--- src/rtl/std_cache_victim_sel.sv ---
// -----------------------------------------------------------------------------
// std_cache_victim_sel
//   Per-set dcache replacement unit. On a miss, the handler presents a set
//   index and that set's valid vector. One cycle later it receives a
//   registered one-hot victim way and its binary index. Hit and fill events
//   update the per-set replacement state.
//
//   POLICY 0 : one global 8-bit Fibonacci LFSR (taps 8,6,5,4, seed 8'hFF)
//   POLICY 1 : tree pseudo-LRU, SET_ASSOC-1 bits per set
//   POLICY 2 : per-set round-robin counter, advanced on fills only
//
//   An invalid way always wins over the policy choice (lowest index first).
//
// Ports
//   clk_i           rising-edge clock
//   rst_i           asynchronous active-high reset
//   flush_i         synchronous clear of PLRU bits / RR counters (not the LFSR)
//   lookup_valid_i  victim request this cycle
//   lookup_idx_i    set index of the request
//   lookup_vld_i    valid bits of the addressed set
//   update_valid_i  replacement-state update strobe
//   update_idx_i    set index being updated
//   update_way_i    one-hot way accessed/filled (all-zero = no-op)
//   update_fill_i   1 = refill, 0 = hit
//   victim_valid_o  victim result valid (one cycle after the lookup)
//   victim_way_o    one-hot victim way (held while victim_valid_o = 0)
//   victim_bin_o    binary victim index (held while victim_valid_o = 0)
// -----------------------------------------------------------------------------

// Protocol checker: illegal update encodings, out-of-range indices, result shape.
module std_cache_victim_sel_chk #(
    parameter int unsigned NR_SETS   = 256,
    parameter int unsigned SET_ASSOC = 8,
    parameter int unsigned IDX_W     = 8
) (
    input logic                 clk_i,
    input logic                 rst_i,
    input logic                 lookup_valid_i,
    input logic [IDX_W-1:0]     lookup_idx_i,
    input logic                 update_valid_i,
    input logic [IDX_W-1:0]     update_idx_i,
    input logic [SET_ASSOC-1:0] update_way_i,
    input logic                 victim_valid_o,
    input logic [SET_ASSOC-1:0] victim_way_o
);

    update_way_onehot0_a: assert property (@(posedge clk_i) disable iff (rst_i)
        update_valid_i |-> $onehot0(update_way_i));

    lookup_idx_range_a: assert property (@(posedge clk_i) disable iff (rst_i)
        lookup_valid_i |-> (32'(lookup_idx_i) < 32'(NR_SETS)));

    update_idx_range_a: assert property (@(posedge clk_i) disable iff (rst_i)
        update_valid_i |-> (32'(update_idx_i) < 32'(NR_SETS)));

    victim_onehot_a: assert property (@(posedge clk_i) disable iff (rst_i)
        victim_valid_o |-> $onehot(victim_way_o));

endmodule

module std_cache_victim_sel #(
    parameter int unsigned NR_SETS   = 256,
    parameter int unsigned SET_ASSOC = 8,
    parameter int unsigned POLICY    = 1,
    localparam int unsigned IDX_W    = (NR_SETS > 1) ? $clog2(NR_SETS) : 1,
    localparam int unsigned WAY_W    = $clog2(SET_ASSOC)
) (
    input  logic                 clk_i,
    input  logic                 rst_i,
    input  logic                 flush_i,
    input  logic                 lookup_valid_i,
    input  logic [IDX_W-1:0]     lookup_idx_i,
    input  logic [SET_ASSOC-1:0] lookup_vld_i,
    input  logic                 update_valid_i,
    input  logic [IDX_W-1:0]     update_idx_i,
    input  logic [SET_ASSOC-1:0] update_way_i,
    input  logic                 update_fill_i,
    output logic                 victim_valid_o,
    output logic [SET_ASSOC-1:0] victim_way_o,
    output logic [WAY_W-1:0]     victim_bin_o
);

    // Binary index of a one-hot (or all-zero) way vector.
    function automatic logic [WAY_W-1:0] onehot_to_bin(input logic [SET_ASSOC-1:0] oh);
        logic [WAY_W-1:0] b;
        b = '0;
        for (int i = 0; i < SET_ASSOC; i++) begin
            if (oh[i]) begin
                b = b | WAY_W'(i);
            end else begin
                b = b;
            end
        end
        return b;
    endfunction

    logic                 all_valid_s;
    logic [WAY_W-1:0]     free_bin_s;
    logic [WAY_W-1:0]     policy_bin_s;
    logic [WAY_W-1:0]     victim_bin_s;
    logic [WAY_W-1:0]     upd_bin_s;
    logic                 upd_any_s;

    logic                 victim_valid_r;
    logic [SET_ASSOC-1:0] victim_way_r;
    logic [WAY_W-1:0]     victim_bin_r;

    assign upd_bin_s = onehot_to_bin(update_way_i);
    assign upd_any_s = |update_way_i;

    // Lowest-index invalid way; scanning downwards lets the lowest index win.
    always_comb begin
        free_bin_s  = '0;
        all_valid_s = 1'b1;
        for (int i = SET_ASSOC - 1; i >= 0; i--) begin
            if (!lookup_vld_i[i]) begin
                free_bin_s  = WAY_W'(i);
                all_valid_s = 1'b0;
            end else begin
                free_bin_s  = free_bin_s;
            end
        end
    end

    generate
        if (POLICY == 0) begin : g_lfsr
            logic [7:0] lfsr_r;

            // Global LFSR, steps once per lookup regardless of hit/miss shape.
            always_ff @(posedge clk_i or posedge rst_i) begin
                if (rst_i) begin
                    lfsr_r <= 8'hFF;
                end else if (lookup_valid_i) begin
                    lfsr_r <= {lfsr_r[6:0], lfsr_r[7] ^ lfsr_r[5] ^ lfsr_r[4] ^ lfsr_r[3]};
                end
            end

            assign policy_bin_s = lfsr_r[WAY_W-1:0];
        end else if (POLICY == 1) begin : g_plru
            logic [SET_ASSOC-2:0] plru_r [NR_SETS];
            logic [SET_ASSOC-2:0] plru_rd_s;
            logic [SET_ASSOC-2:0] plru_wr_s;

            assign plru_rd_s = plru_r[lookup_idx_i];

            // Tree walk from the root: a 0 bit goes to the lower half.
            always_comb begin
                int   node_v;
                logic dir_v;
                policy_bin_s = '0;
                node_v       = 0;
                for (int l = 0; l < WAY_W; l++) begin
                    dir_v                      = plru_rd_s[node_v];
                    policy_bin_s[WAY_W-1-l]    = dir_v;
                    node_v                     = 2 * node_v + 1 + int'(dir_v);
                end
            end

            // New tree for the updated set: every node on the path points away.
            always_comb begin
                int   node_v;
                logic wb_v;
                plru_wr_s = plru_r[update_idx_i];
                node_v    = 0;
                for (int l = 0; l < WAY_W; l++) begin
                    wb_v              = upd_bin_s[WAY_W-1-l];
                    plru_wr_s[node_v] = ~wb_v;
                    node_v            = 2 * node_v + 1 + int'(wb_v);
                end
            end

            // PLRU storage; flush dominates a same-cycle update.
            always_ff @(posedge clk_i or posedge rst_i) begin
                if (rst_i) begin
                    for (int s = 0; s < NR_SETS; s++) begin
                        plru_r[s] <= '0;
                    end
                end else if (flush_i) begin
                    for (int s = 0; s < NR_SETS; s++) begin
                        plru_r[s] <= '0;
                    end
                end else if (update_valid_i && upd_any_s) begin
                    plru_r[update_idx_i] <= plru_wr_s;
                end
            end
        end else begin : g_rr
            logic [WAY_W-1:0] rr_r [NR_SETS];

            assign policy_bin_s = rr_r[lookup_idx_i];

            // Round-robin counters: next victim follows the way just filled.
            always_ff @(posedge clk_i or posedge rst_i) begin
                if (rst_i) begin
                    for (int s = 0; s < NR_SETS; s++) begin
                        rr_r[s] <= '0;
                    end
                end else if (flush_i) begin
                    for (int s = 0; s < NR_SETS; s++) begin
                        rr_r[s] <= '0;
                    end
                end else if (update_valid_i && update_fill_i && upd_any_s) begin
                    rr_r[update_idx_i] <= upd_bin_s + WAY_W'(1);
                end
            end
        end
    endgenerate

    assign victim_bin_s = all_valid_s ? policy_bin_s : free_bin_s;

    // Result register; way/bin hold while no lookup is presented.
    always_ff @(posedge clk_i or posedge rst_i) begin
        if (rst_i) begin
            victim_valid_r <= 1'b0;
            victim_way_r   <= '0;
            victim_bin_r   <= '0;
        end else if (lookup_valid_i) begin
            victim_valid_r <= 1'b1;
            victim_way_r   <= SET_ASSOC'(1) << victim_bin_s;
            victim_bin_r   <= victim_bin_s;
        end else begin
            victim_valid_r <= 1'b0;
        end
    end

    assign victim_valid_o = victim_valid_r;
    assign victim_way_o   = victim_way_r;
    assign victim_bin_o   = victim_bin_r;

    std_cache_victim_sel_chk #(
        .NR_SETS   (NR_SETS),
        .SET_ASSOC (SET_ASSOC),
        .IDX_W     (IDX_W)
    ) u_chk (
        .clk_i          (clk_i),
        .rst_i          (rst_i),
        .lookup_valid_i (lookup_valid_i),
        .lookup_idx_i   (lookup_idx_i),
        .update_valid_i (update_valid_i),
        .update_idx_i   (update_idx_i),
        .update_way_i   (update_way_i),
        .victim_valid_o (victim_valid_o),
        .victim_way_o   (victim_way_o)
    );

endmodule

--- config.mk ---
export PLATFORM = sky130hd
export DESIGN_NAME = std_cache_victim_sel
export DESIGN_NICKNAME = d
export VERILOG_FILES = /design/src/rtl/std_cache_victim_sel.sv
export SDC_FILE = /design/constraint.sdc
export NUM_CORES = 2
export LEC_CHECK = 0
export BUFFER_PORTS_ARGS = -buffer_cell sky130_fd_sc_hd__buf_2
export CORE_ASPECT_RATIO = 0.9
export CORE_MARGIN = 8
export CORE_UTILIZATION = 38
export CTS_CLUSTER_DIAMETER = 150
export DETAILED_ROUTE_END_ITERATION = 16
export SYNTH_ARGS = -nofsm -noshare
export SYNTH_HDL_FRONTEND = slang
export SYNTH_SLANG_ARGS = --single-unit
--- constraint.sdc ---
create_clock -name clk_i -period 114.7 [get_ports clk_i]
set_input_delay 5.735 -clock clk_i [delete_from_list [all_inputs] [get_ports clk_i]]
set_output_delay 5.735 -clock clk_i [all_outputs]
set_load 0.005 [all_outputs]
# ---- Word-level counts from Yosys, hierarchy flattened
# Index checks and enable logic that the tools add are counted.
dict set report word_totals {
  register_bits 1804
  wordCells 334
  inputBits 38
}
dict set report op_classes {
  shifts 1
  n_lt_le_gt_ge 9
  add_sub_neg 6
  muxes 48
  bitwise 5
  reduce_logical 6
}
# op count
set op_table {}
lappend op_table {{$mux 1792} 2}
lappend op_table {{$bwmux 1792} 1}
lappend op_table {{$bmux 7 s8} 2}
lappend op_table {{$demux 7 s8} 1}
lappend op_table {{$mux 3} 13}
lappend op_table {{$mux 7} 5}
lappend op_table {{$ge 9x9->1 const B} 2}
lappend op_table {{$not 8->9} 2}
lappend op_table {{$mux 1} 16}
lappend op_table {{$bwmux 7} 2}
lappend op_table {{$add 4x1->5} 2}
lappend op_table {{$lt 5x4->1 const B} 2}
lappend op_table {{$lt 9x1->1 const B} 1}
lappend op_table {{$add 3x1->4 const B} 2}
lappend op_table {{$lt 2x4->1 const B} 2}
lappend op_table {{$reduce_or 8->1} 1}
lappend op_table {{$shl 1x3->8 const A} 1}
lappend op_table {{$bmux 1 s3} 2}
lappend op_table {{$demux 1 s3} 2}
lappend op_table {{$ge 5x1->1 const B} 1}
lappend op_table {{$add 1x1->2 const A} 2}
lappend op_table {{$logic_and 1x1->1} 4}
lappend op_table {{$mux 2} 2}
lappend op_table {{$not 1->1} 3}
lappend op_table {{2 further kinds} 2}

# ---- Logic depth before layout (Yosys ltp)
dict set report depth {
  depth_word 18
  mapped_depth 17
}

# ---- Worst setup path after synthesis
# OpenSTA, ideal clock, no wires.
dict set report synth_path {
  path_kind {input-to-reg}
  startpoint {in update_idx_i[0]}
  endpoint {reg g_plru.plru_r[1002] (netlist name)}
  stages 15
  path_buffers 7
  arrival_ps 8960
  setup_time_ps 140
  slack_ps 105599
  required_time_ps 114560
  path_cell_list {buf_2 > buf_6 > buf_6 > buf_2 > buf_2 > mux4_2 > mux4_2 > a22oi_1 > nand4_1 > a31o_2 > a21oi_1 > o22a_1 > buf_2 > buf_2 > a211oi_1}
}
dict set report synth_between {
  elab_chain_cells 9
  word_cells_on_any_way 14
}
# item line
set synth_rtl {}
lappend synth_rtl {{from (decl)} 75} ;# input logic [IDX_W-1:0] update_idx_i,
lappend synth_rtl {{$not 8->9 (not written as such) (*)} {163, 183}}
lappend synth_rtl {{$bmux 7 s8} 163} ;# plru_wr_s = plru_r[update_idx_i];
lappend synth_rtl {{$mux 7 (not written as such) (2 in series)} 163}
lappend synth_rtl {{$bwmux 7 (2 in series)} 167} ;# plru_wr_s[node_v] = ~wb_v;
lappend synth_rtl {{$bwmux 1792 (*)} 183} ;# plru_r[update_idx_i] <= plru_wr_s;
lappend synth_rtl {{$mux 1792 (*)} 182} ;# end else if (update_valid_i && upd_any_s) begin
lappend synth_rtl {{$mux 1792 (*)} 178} ;# end else if (flush_i) begin
lappend synth_rtl {{to (signal, indexed assignment)} 183}
lappend synth_rtl {{to (decl)} 140} ;# logic [SET_ASSOC-2:0] plru_r [NR_SETS];
# Every way passes the cells marked *; elsewhere a longest branch is shown, timed or not. The select of a mux whose other input is x is not followed.
# A chain may end at the register's enable or synchronous reset.

# ---- Worst setup path after layout
dict set report layout_path {
  startpoint {in lookup_idx_i[2]}
  endpoint {reg victim_way_r[1] (netlist: victim_way_o[1])}
}
dict set report layout_between {
  elab_chain_cells 14
  word_cells_on_any_way 15
}
# item line
set layout_rtl {}
lappend layout_rtl {{from (decl)} 72} ;# input logic [IDX_W-1:0] lookup_idx_i,
lappend layout_rtl {{$not 8->9 (not written as such) (*)} 144} ;# assign plru_rd_s = plru_r[lookup_idx_i];
lappend layout_rtl {{$bmux 7 s8 (*)} 144}
lappend layout_rtl {{$mux 7 (not written as such) (*) (2 in series)} 144}
lappend layout_rtl {{$add 1x1->2} 155} ;# node_v = 2 * node_v + 1 + int'(dir_v);
lappend layout_rtl {{$bmux 1 s3} 153} ;# dir_v = plru_rd_s[node_v];
lappend layout_rtl {{$mux 1 (not written as such) (2 in series)} 153}
lappend layout_rtl {{$add 4x1->5} 155}
lappend layout_rtl {{$bmux 1 s3} 153}
lappend layout_rtl {{$mux 1 (not written as such) (2 in series)} 153}
lappend layout_rtl {{$mux 3 (*)} 208} ;# assign victim_bin_s = all_valid_s ? policy_bin_s : free_bin_s;
lappend layout_rtl {{$shl 1x3->8 (*)} 218} ;# victim_way_r <= SET_ASSOC'(1) << victim_bin_s;
lappend layout_rtl {{to (signal assigned)} 218}
lappend layout_rtl {{to (decl)} 105} ;# logic [SET_ASSOC-1:0] victim_way_r;
# Marked as above.

==> impl_metrics.toml <==
[logic_synthesis]
synthArstFlopShare = 1.000
syn_avg_cell_area_sq_um = 11.71
synth.most_common_cell = "nor2_1"
synth_area_leader_cell = "dfrtp_1"
synth_edf_count = 0
synth_common_cells = "nor2_1, dfrtp_1, a211oi_1, mux2i_1, mux4_2"
syn-num-nets = 8520
syn-instance-count = 8477
ys_seq_area_frac = 0.4546
netlist.area_leader.share = 0.4546
synthTopCellsByArea = "dfrtp_1, mux4_2, mux2i_1"
ys.flop_type = "dfrtp_1"
ys_seq_elements = 1804
synth.distinct_cells = 69
synth_warnings = 0
syn-cell-area_sq_um = 99300

[timing]
fmax_ghz = 0.07779
fin_crit_sh = 0.1121
setup_slack_ns = 101.85
finClkSkew_ns = 0.06681
slew_viol_final = 0
rsz0062_at_grt = "false"
finalHoldViolCount = 0
setup_viol = 0
maxSlewHeadroom = 0.07530
finalSetupTns_ns = 0
finalCriticalPeriod_ns = 12.86
worstMarginPinSlew_ns = 1.382

[flow_run]
drv_cap = 0

[place]
numPortBuffers = 48
gp_congestion = 0.9098
detailed_place_hpwl_mm = 216.6
place_worst_setup_slack_ns = 101.01

[grt]
grt_max_degree = 206
antenna_found_initial = 23
grt_pass1_wl_mm = 507.2
grt_usage = 0.2405
grt.overflow.total = 0
grt_pass1_vias = 71860

[cts]
cts_resized = 0
cts-root-buf = "clkbuf_16"
post_cts_buffers = 0
htree_num_levels = 4
ctsHoldBuffers = 0
cts_inserted_buffers = 187
cts_tree = "built"
clockBufferDepth = 3
clock-sinks = 1804
clkTransAtPathRegs_ns = 0.06
clock_latency_ns = 0.86

[route]
firstDrtPassIters = 6
drcViolationCount = 0
wirelength_mm = 341.8
wl_per_cell_um = 29.62
drtIter0Drc = 9016
drtAntennaViolNets = 0
routed-via-count = 72830
vias_per_cell = 6.312

[worst_setup_path]
critPathRequiredTime_ns = 115.41
cp_max_fo = 68
endpoint_kind = "flip-flop"
path_class = "input port to flip-flop"
cp_data_arrival_time_ns = 13.57
startpoint_type = "input port"

[die]
core_sq_um = 260600
die-width_um = 554.8
die_h_um = 501.0
dieArea_sq_um = 277900
placement_rows = 178
start_util = 0.3811
io_pins = 50

[final_layout]
n_fill_cell = 24250
area_delta_synth_final_pct = 8.710
layout-drive-gt1-share = 0.1847
final_nets = 8002

[power]
totalPowerFinal_mw = 1.400
p_leak_nw = 41.58
ir_worst_vdd_mv = 0.01644
combPwrFrac = 0.074
clkPwrFrac = 0.470
intPower_mw = 1.047
p_per_area_nw_per_um2 = 12.97
seq_power_share = 0.456
p_sw_frac = 0.2520
switchingPower_mw = 0.3528

[min_path]
hold_class = "flip-flop to flip-flop"

[outcome]
status = "finished clean"
## cell usage in the layout, fill, tap and decap left out, drive strengths merged, types with 6 or more instances in the layout
cell type	n
mux4	838
clkbuf	259
a211oi	1053
o41ai	6
clkinv	39
o22ai	20
buf	286
a31oi	18
nand2b	17
inv	16
nor3	8
dfrtp	1804
a21oi	63
diode	9
nand4	18
nor2b	32
a22oi	120
nand3	36
mux2i	1033
o2111ai	6
or4	7
nand2	85
o21ai	25
a221oi	17
a22o	27
or2	11
bufinv	24
clkinvlp	10
o221ai	11
nor4	10
nor2	2103
mux2	42
and2	8
## worst max-delay path, cell delays in order
cell and delay [ns]:
buf_8 0.53, buf_4 0.66, buf_4 0.75, buf_4 0.74
buf_4 0.80, mux4_1 0.45, nand2b_1 0.20, a31oi_1 0.29
mux4_1 0.62, mux2i_2 0.93, mux2_2 0.54, a211oi_1 0.46
nor2_1 0.19, o41ai_1 0.35
## final cells by class
cell class	instances	area (sq um)	area share
antenna	9	22.52	0.0002086
sequential	1804	45140	0.4182
tap	3420	4279	0.03964
multi-input combinational	5671	49630	0.4598
inverter	9	41.29	0.0003825
timing repair buffer	286	2255	0.02089
clock buffer	259	5425	0.05026
clock inverter	80	1149	0.01064
## stage by stage
step	utilization	hold WS (ns)	std cells	cell area, sq um
floorplan	-	0.4699	8477	99300
global placement	0.3889	0.4695	11190	101300
detailed placement	0.3889	0.4663	11190	101300
CTS	0.4142	0.4835	11530	107900
global route	0.4142	0.5174	11530	107900
finish	0.4143	0.4933	11540	107900
## cell families after synthesis
logic type / Yosys count / synth area share
flops: 1804 / 0.4546
compound gates: 1402 / 0.1046
mux: 1913 / 0.3000
buf+inv: 1002 / 0.04739
simple gates: 2351 / 0.09275
fa+ha+maj: 5 / 0.0006300
## state kept, by name (all words and copies together), names as in the netlist
| signal | cells |
|---|---|
| victim_bin_o | 3 |
| victim_way_o | 8 |
| victim_valid_o | 1 |
| g_plru.plru_r | 1792 |
## routing by layer
metal | part of all wire | vias up | GRT usage
met4 | 0.044 | 20 | 0.09966
met2 | 0.43 | 3901 | 0.3488
met3 | 0.12 | 802 | 0.08581
met5 | 0.00043 | - | 0
met1 | 0.40 | 37690 | 0.3273
li1 | - | 30420 | -
## power groups by stage
stage                     sequential, mW  clock, mW  combinational (mW)
final                              0.638      0.659               0.103
after global routing               0.638      0.692               0.108
after CTS                          0.638      0.667               0.102
after detailed placement           0.650          0               0.102
after global placement             0.650          0               0.101
after floorplan                    0.652          0              0.0676
## path summary, 6_finish.rpt
kind | slack [ns] | depth (start not counted) | endpoint | start
max | 101.85 | 14 | victim_way_o[1] | lookup_idx_i[2]
min | 0.49 | 2 | victim_way_o[3] | victim_way_o[3]
max reg2reg | 109.41 | 8 | g_plru.plru_r[1489] | g_plru.plru_r[565]
min reg2reg | 0.49 | 2 | victim_way_o[3] | victim_way_o[3]
max in group asynchronous | 104.77 | 7 | g_plru.plru_r[900] | rst_i
min in group asynchronous | 4.97 | 2 | g_plru.plru_r[272] | rst_i
(Power assumes the default switching activity.)
